<file path="src/rtl/breakout_pkg.sv">
// Shared Breakout definitions: brick wall geometry, wall controller states and
// a saturating two-digit BCD increment. The brick wall and the colour mapper
// both import this package, so the two always agree on where each brick sits.
package breakout_pkg;

    // Brick geometry in screen pixels
    localparam logic [10:0] WALL_TOP     = 11'd64;   // y of the top edge of row 0
    localparam int          BRICK_W_LOG2 = 32'd6;    // 64 px wide bricks
    localparam int          BRICK_H_LOG2 = 32'd4;    // 16 px tall bricks
    localparam int          ROWS         = 32'd4;
    localparam int          COLS         = 32'd10;
    localparam int          NUM_BRICKS   = 32'd40;

    // Wall extents used for the probe range checks
    localparam logic [10:0] WALL_W       = 11'd640;  // COLS bricks wide
    localparam logic [10:0] WALL_H       = 11'd64;   // ROWS bricks tall

    // Frames after a hit during which no further hit is accepted
    localparam logic [1:0]  COOLDOWN     = 2'd2;

    typedef enum logic [1:0] {
        PLAY = 2'd0,
        COOL = 2'd1,
        WON  = 2'd2
    } wall_state_t;

    // Add one to a two-digit BCD value, carrying into the tens digit and
    // holding at 99 rather than wrapping.
    function automatic logic [7:0] bcd_inc_sat(input logic [7:0] v);
        logic [7:0] r;
        if (v == 8'h99) begin
            r = 8'h99;
        end else if (v[3:0] == 4'd9) begin
            r = {v[7:4] + 4'd1, 4'd0};
        end else begin
            r = {v[7:4], v[3:0] + 4'd1};
        end
        return r;
    endfunction

endpackage

</file>
<file path="src/rtl/brick_probe.sv">
// Maps one probe point on the ball outline to a brick slot.
// Ports:
//   ok_i    - low when forming the point underflowed (point is off-screen)
//   px_i    - probe x, 11 bits so that x + size never wraps
//   py_i    - probe y, 11 bits
//   valid_o - point lies inside the brick wall area
//   idx_o   - brick index row*COLS + col; only meaningful while valid_o is high
module brick_probe
    import breakout_pkg::*;
(
    input  logic        ok_i,
    input  logic [10:0] px_i,
    input  logic [10:0] py_i,
    output logic        valid_o,
    output logic [5:0]  idx_o
);

    logic [10:0] yoff_s;
    logic [1:0]  row_s;
    logic [3:0]  col_s;

    // A point above the wall wraps yoff_s to a large value, so a single
    // unsigned compare rejects both "above" and "below" the wall.
    always_comb begin
        yoff_s  = py_i - WALL_TOP;
        valid_o = ok_i && (px_i < WALL_W) && (yoff_s < WALL_H);
        row_s   = yoff_s[BRICK_H_LOG2 +: 2];
        col_s   = px_i[BRICK_W_LOG2 +: 4];
        idx_o   = ({4'd0, row_s} * 6'd10) + {2'd0, col_s};
    end

endmodule

</file>
<file path="src/rtl/brick_wall.sv">
// Breakout brick wall: holds which bricks are still standing, checks the four
// extreme points of the ball against them once per frame, clears at most one
// struck brick per frame, and reports bounce requests, score and win status.
// Ports:
//   frame_clk   - frame-rate clock
//   Reset       - asynchronous, active-high reset
//   BallX/Y/S   - ball centre and half-size from the motion stage
//   restart     - synchronous level; refills the wall and clears the score
//   brick_alive - bit row*COLS+col set while that brick stands
//   bounce_x/y  - one-frame requests to negate the ball's X / Y motion
//   score       - two-digit BCD count of cleared bricks
//   bricks_left - bricks still standing
//   game_won    - high once every brick is gone
module brick_wall
    import breakout_pkg::*;
(
    input  logic        frame_clk,
    input  logic        Reset,
    input  logic [9:0]  BallX,
    input  logic [9:0]  BallY,
    input  logic [9:0]  BallS,
    input  logic        restart,
    output logic [39:0] brick_alive,
    output logic        bounce_x,
    output logic        bounce_y,
    output logic [7:0]  score,
    output logic [5:0]  bricks_left,
    output logic        game_won
);

    localparam logic [39:0] FULL_WALL = 40'hFF_FFFF_FFFF;
    localparam logic [5:0]  ALL_BRICKS = 6'd40;

    wall_state_t state_q, state_d;
    logic [39:0] alive_q, alive_d;
    logic [7:0]  score_q, score_d;
    logic [5:0]  left_q,  left_d;
    logic [1:0]  cnt_q,   cnt_d;
    logic        bx_q, bx_d, by_q, by_d, won_q, won_d;

    logic [10:0] bx_s, by_s, bs_s;
    logic [10:0] ty_s, byy_s, lx_s, rx_s;
    logic        t_ok_s, l_ok_s;
    logic [3:0]  valid_s, hit_s;
    logic [5:0]  idx_t_s, idx_b_s, idx_l_s, idx_r_s, sel_idx_s;
    logic        any_hit_s;

    // Probe points: top, bottom, left, right of the ball. Underflow is
    // detected by comparing before subtracting; sums are 11 bits so they
    // cannot wrap back onto the screen.
    always_comb begin
        bx_s   = {1'b0, BallX};
        by_s   = {1'b0, BallY};
        bs_s   = {1'b0, BallS};
        t_ok_s = (BallY >= BallS);
        l_ok_s = (BallX >= BallS);
        ty_s   = by_s - bs_s;
        byy_s  = by_s + bs_s;
        lx_s   = bx_s - bs_s;
        rx_s   = bx_s + bs_s;
    end

    brick_probe u_probe_t (.ok_i(t_ok_s), .px_i(bx_s), .py_i(ty_s),  .valid_o(valid_s[0]), .idx_o(idx_t_s));
    brick_probe u_probe_b (.ok_i(1'b1),   .px_i(bx_s), .py_i(byy_s), .valid_o(valid_s[1]), .idx_o(idx_b_s));
    brick_probe u_probe_l (.ok_i(l_ok_s), .px_i(lx_s), .py_i(by_s),  .valid_o(valid_s[2]), .idx_o(idx_l_s));
    brick_probe u_probe_r (.ok_i(1'b1),   .px_i(rx_s), .py_i(by_s),  .valid_o(valid_s[3]), .idx_o(idx_r_s));

    // A probe only hits a standing brick; cleared bricks let the ball through.
    // Top wins over bottom over left over right.
    always_comb begin
        hit_s[0]  = valid_s[0] && alive_q[idx_t_s];
        hit_s[1]  = valid_s[1] && alive_q[idx_b_s];
        hit_s[2]  = valid_s[2] && alive_q[idx_l_s];
        hit_s[3]  = valid_s[3] && alive_q[idx_r_s];
        any_hit_s = |hit_s;
        if (hit_s[0]) begin
            sel_idx_s = idx_t_s;
        end else if (hit_s[1]) begin
            sel_idx_s = idx_b_s;
        end else if (hit_s[2]) begin
            sel_idx_s = idx_l_s;
        end else if (hit_s[3]) begin
            sel_idx_s = idx_r_s;
        end else begin
            sel_idx_s = 6'd0;
        end
    end

    // Next-state logic for the wall controller and all registered outputs.
    always_comb begin
        state_d = state_q;
        alive_d = alive_q;
        score_d = score_q;
        left_d  = left_q;
        cnt_d   = cnt_q;
        bx_d    = 1'b0;
        by_d    = 1'b0;
        won_d   = 1'b0;
        if (restart) begin
            state_d = PLAY;
            alive_d = FULL_WALL;
            score_d = 8'h00;
            left_d  = ALL_BRICKS;
            cnt_d   = 2'd0;
        end else begin
            case (state_q)
                PLAY: begin
                    if (any_hit_s) begin
                        alive_d[sel_idx_s] = 1'b0;
                        score_d = bcd_inc_sat(score_q);
                        if (left_q != 6'd0) begin
                            left_d = left_q - 6'd1;
                        end else begin
                            left_d = 6'd0;
                        end
                        by_d = hit_s[0] | hit_s[1];
                        bx_d = ~(hit_s[0] | hit_s[1]);
                        // Clearing the last brick ends the game instead of cooling down
                        if (left_q == 6'd1) begin
                            state_d = WON;
                            cnt_d   = 2'd0;
                        end else begin
                            state_d = COOL;
                            cnt_d   = COOLDOWN;
                        end
                    end else begin
                        state_d = PLAY;
                    end
                end
                COOL: begin
                    // The frame on which the count reaches zero still ignores hits
                    if (cnt_q <= 2'd1) begin
                        state_d = PLAY;
                        cnt_d   = 2'd0;
                    end else begin
                        cnt_d = cnt_q - 2'd1;
                    end
                end
                WON: begin
                    state_d = WON;
                end
                default: begin
                    state_d = PLAY;
                    cnt_d   = 2'd0;
                end
            endcase
        end
        won_d = (state_d == WON);
    end

    // State and output registers.
    always_ff @(posedge frame_clk or posedge Reset) begin
        if (Reset) begin
            state_q <= PLAY;
            alive_q <= FULL_WALL;
            score_q <= 8'h00;
            left_q  <= ALL_BRICKS;
            cnt_q   <= 2'd0;
            bx_q    <= 1'b0;
            by_q    <= 1'b0;
            won_q   <= 1'b0;
        end else begin
            state_q <= state_d;
            alive_q <= alive_d;
            score_q <= score_d;
            left_q  <= left_d;
            cnt_q   <= cnt_d;
            bx_q    <= bx_d;
            by_q    <= by_d;
            won_q   <= won_d;
        end
    end

    assign brick_alive = alive_q;
    assign bounce_x    = bx_q;
    assign bounce_y    = by_q;
    assign score       = score_q;
    assign bricks_left = left_q;
    assign game_won    = won_q;

endmodule

</file>
<file path="config.mk">
export PLATFORM = sky130hd
export DESIGN_NAME = brick_wall
export DESIGN_NICKNAME = d
export VERILOG_FILES = /design/src/rtl/breakout_pkg.sv /design/src/rtl/brick_probe.sv /design/src/rtl/brick_wall.sv
export SDC_FILE = /design/constraint.sdc
export NUM_CORES = 1
export LEC_CHECK = 0
export BUFFER_PORTS_ARGS = -buffer_cell sky130_fd_sc_hd__buf_4
export CORE_MARGIN = 8
export CORE_UTILIZATION = 61
export CTS_CLUSTER_DIAMETER = 150
export DETAILED_ROUTE_END_ITERATION = 10
export PLACE_DENSITY = 0.84
export SYNTH_ARGS = -nofsm -noshare
export SYNTH_HDL_FRONTEND = slang
export SYNTH_SLANG_ARGS = --single-unit
</file>
<file path="constraint.sdc">
create_clock -name frame_clk -period 5.6 [get_ports frame_clk]
set_clock_uncertainty 0.15 [all_clocks]
set_input_delay 1.12 -clock frame_clk [delete_from_list [all_inputs] [get_ports frame_clk]]
set_output_delay 1.12 -clock frame_clk [all_outputs]
set_load 0.005 [all_outputs]
</file>
==> metrics, run 1 <==
dpl cell area 8970 sq um; Yosys cell types 93; Primary FF master, synth dfstp_2; leading area contributor after synthesis dfstp_2; flops & latches, synth 61; chip height 122 microns; hold-fix buffers at CTS 0; detailed placer's ending HPWL 20.3 mm; # IOs 90; die width 122 microns; Final GP Congestion 1.06; clock buffer depth 2; First Err [ERROR GRT-0232] Routing congestion too high. Check the congestion heatmap in the GUI.; top cells by area, synth dfstp_2, ha_1, mux4_2; status did not finish; CTS Root Cell clkbuf_16; number of port buffers 89; post-GRT worst EP brick_alive[0]$_DFFE_PP1P_/D; DP Worst Slack -1.00 ns; CTS Buf Count 9; top-area cell type share of the netlist area 16.0%; synthesized area per cell 9.17 sq um; Synth async-reset ratio 100%; GRT overflow 299; CTS sink cnt 61; Synth Net Count 873; Worst EP Category sequential cell input; Initial Util 61.5%; largest net degree at the start of global routing 62; Synth warnings 0; Syn Inst Count 752; FP Rows 39; sequential-to-total area share from yosys stat 22.9%; H-tree levels 3; commonest cells in the netlist ha_1, nor2_1, inv_1; placed insts 1114; Stop stage global routing; Mapped Area 6900 sq um; Post-synth EDFFs 0; gr usage total 81.8%
==> stage by stage <==
step,utilization [%],hold slack [ns]
after global placement,79.9,0.378
after CTS,92.4,0.415
after detailed placement,79.9,0.384
after floorplan,-,0.354
==> routing by layer <==
metal	global-route usage, %	GRT overflow
met5	32.2	1
met4	87.4	107
met3	72.4	11
met2	97.6	177
met1	76.5	3
==> cells by family after synthesis <==
kind of cell               share of synthesized area [%]
DFF                                                 22.9
xor gates and xnor gates                            3.57
adders and majority gates                           16.6
and+or+nand+nor                                     19.5
muxes                                               11.9
AOI/OAI and AO/OA                                   20.0
buffers and inverters                               5.50
==> what timing repair did <==
action,CTS
hold endpoints to repair,0
gates resized for setup,152
cloned,2
setup endpoints to repair,59
pin swaps,54
buffers inserted,38
==> run 2: changes to the inputs <==
--- a/config.mk
+++ b/config.mk
@@ -7,10 +7,9 @@
 export LEC_CHECK = 0
 export BUFFER_PORTS_ARGS = -buffer_cell sky130_fd_sc_hd__buf_4
 export CORE_MARGIN = 8
-export CORE_UTILIZATION = 61
-export CTS_CLUSTER_DIAMETER = 150
+export CORE_UTILIZATION = 40
 export DETAILED_ROUTE_END_ITERATION = 10
-export PLACE_DENSITY = 0.84
+export PLACE_DENSITY_LB_ADDON = 0.15
 export SYNTH_ARGS = -nofsm -noshare
 export SYNTH_HDL_FRONTEND = slang
 export SYNTH_SLANG_ARGS = --single-unit
==> run 2 against run 1 <==
The flow now finishes, with violations (setup timing). Area after synthesis unchanged. Synthesized cell count unchanged.
==> metrics, run 2 <==
fill count 1415; Layout area overhead 56.7%; clock buffer depth 2; crit path cell chain buf_12, inv_12, ha_4, buf_6, inv_4, ha_4, nand3b_1, nand2b_1, a21o_1, xor2_2, ha_2, fa_2, xor2_4, buf_12, mux4_2, and3b_2, a2111oi_4, or4_4, nand2_4, or3_4, a21oi_4, and4b_2, a22oi_1; clock-pin slew on the worst setup and hold paths 0.05 ns; die width 147 microns; H-tree levels 3; flops & latches, synth 61; max reg flops 40; Nets 1156; detailed placer's ending HPWL 20.6 mm; Non-Filler Instances 1265; Synth warnings 0; # IOs 90; largest net degree at the start of global routing 58; Synth Net Count 873; Final GP Congestion 0.949; Sequential Area 1580 sq um; via count 7388; Die ar. 21700 sq um; endpoints failing hold 0; Initial Util 40.4%; CTS sink cnt 61; Setup CP Type in -> reg; Crit-path slowest cell mux4_2; failing checks setup timing; Hold Path Class reg -> reg; commonest cells in the netlist ha_1, nor2_1, inv_1; fin crit share 107%; placed insts 1208; Syn Inst Count 752; minimum clock period after layout 6.00 ns; Yosys cell types 93; CTS Root Cell clkbuf_16; leading area contributor after synthesis dfstp_2; multi-input logic area 5870 sq um; combinational power share 56.9%; share of cells above drive strength 1 53.8%; switching share of power 37.2%; vias in the first global route 7502; clk_lat worst skew 0.33 ns; gr usage total 24.5%; Initial DRT Pass Iterations 5; top cells by area, synth dfstp_2, ha_1, mux4_2; worst setup margin -0.401 ns; Final Max Tran Viols 0; Crit path required time 5.70 ns; Max IR drop VDD 0.269 mV; Sw Pwr 964 uW; FP Rows 48; Pint 1630 uW; Vias/cell 5.84; Crit Path Max Fanout 6; Critical Path Max Stage Delay 0.49 ns; antenna violations before repair 0; leakage power 0.00472 uW; Clk network pwr share 24.9%; worst path bufs/invs 5; Primary FF master, synth dfstp_2; final setup fails 59; Mapped Area 6900 sq um; chip height 147 microns; core area 17100 sq um; crit path launch type input pin; CTS Buf Count 9; number of port buffers 89; commonest non-fill, non-tap cell in the layout buf_4; GRT overflow 0; Detail Route Antenna Nets 0; diodes inserted 0; worst slew pin tran 0.952 ns; Top Family by Delay on Critical Path simple AND/OR/NAND/NOR gates; synthesized area per cell 9.17 sq um; commonest cells after routing, fill and taps aside buf_4, nor2_1, ha_1; Worst slew margin 36.3%; Crit. End Element flop; CP arrival 6.10 ns; first-pass GRT wire length 42.1 mm; drt wl/cell 21.6 microns; DP Worst Slack -1.07 ns; RSZ-0062 raised after global routing yes; max-cap violation count 0; Flop pwr share 18.2%; f_max 167 MHz; WL final 27.3 mm; Pwr per Cell Area 240 nW/um^2; CTS tree done; Post-synth EDFFs 0; sequential-to-total area share from yosys stat 22.9%; Synth async-reset ratio 100%; DRT iter0 DRCs 589; status finished with violations; Post-route DRC 0; top-area cell type share of the netlist area 16.0%
run 2: cell counts after synthesis:
No cell type changed its count.
run 2: power by group through the flow:
stage | clock network [uW] | registers, uW | logic (uW)
after floorplan | 0 | 470 | 674
after global placement | 0 | 477 | 1190
after detailed placement | 0 | 477 | 1200
after CTS | 652 | 471 | 1340
after global routing | 671 | 473 | 1570
final | 644 | 473 | 1470
run 2: area by class of cell:
type / instances / share of cell area [%]
tap: 225 / 2.60
clock inverter: 4 / 0.880
inverter: 64 / 2.41
sequential: 61 / 14.6
timing repair buffer: 301 / 23.0
clock buffer: 12 / 2.28
multi-input combinational: 598 / 54.3
run 2: worst paths after layout:
kind	start	end	slack [ns]	depth (start not counted)
max in group asynchronous	Reset	score[2]$_DFFE_PP0P_	3.82	3
max	BallS[2]	brick_alive[13]$_DFFE_PP1P_	-0.40	23
min reg2reg	brick_alive[39]$_DFFE_PP1P_	brick_alive[39]$_DFFE_PP1P_	0.40	2
max reg2reg	brick_alive[30]$_DFFE_PP1P_	brick_alive[25]$_DFFE_PP1P_	1.85	11
min	brick_alive[39]$_DFFE_PP1P_	brick_alive[39]$_DFFE_PP1P_	0.40	2
min in group asynchronous	Reset	bricks_left[1]$_DFFE_PP0P_	0.57	2
run 2: per-layer routing:
layer  share of wire [%]  GRT usage [%]  wire length (microns)
met5                   0              0                      0
met4                 3.7           10.9                   1020
met3                 5.8           3.88                   1580
met2                  49           41.0                  13400
met1                  41           30.6                  11300
run 2: logic make-up after synthesis:
logic type / after synthesis / synth area share [%]
AOI/OAI and AO/OA: 194 / 20.0
and+or+nand+nor: 246 / 19.5
xor gates and xnor gates: 26 / 3.57
DFF: 61 / 22.9
adders and majority gates: 88 / 16.6
muxes: 44 / 11.9
buffers and inverters: 93 / 5.50
run 2: per-stage QoR:
stage	hold slack [ns]	util (%)	TNS, ns	power [uW]	instance area [sq um]
6_report	0.396	63.4	-17.96	2590	10800
5_1_grt	0.425	63.4	-26.83	2720	10800
4_1_cts	0.395	59.4	-16.47	2460	10100
3_5_place_dp	0.388	53.7	-54.41	1680	9150
3_3_place_gp	0.375	53.7	-50.11	1670	9150
2_1_floorplan	0.354	-	-9.68	1140	7050
run 2: timing repair:
action | 4_1_cts | 5_1_grt
hold buffers | 0 | 0
setup endpoints to repair | 59 | 59
cloned | 1 | 0
resized for setup | 91 | 115
setup buffers | 27 | 23
pin swaps | 42 | 50
run 2: worst min-delay path, cell delays in order, from the launching register on:
cell and delay (ns):
dfstp_2 0.40, nor2_1 0.10, a31oi_1 0.05
(Power assumes the default switching activity.)
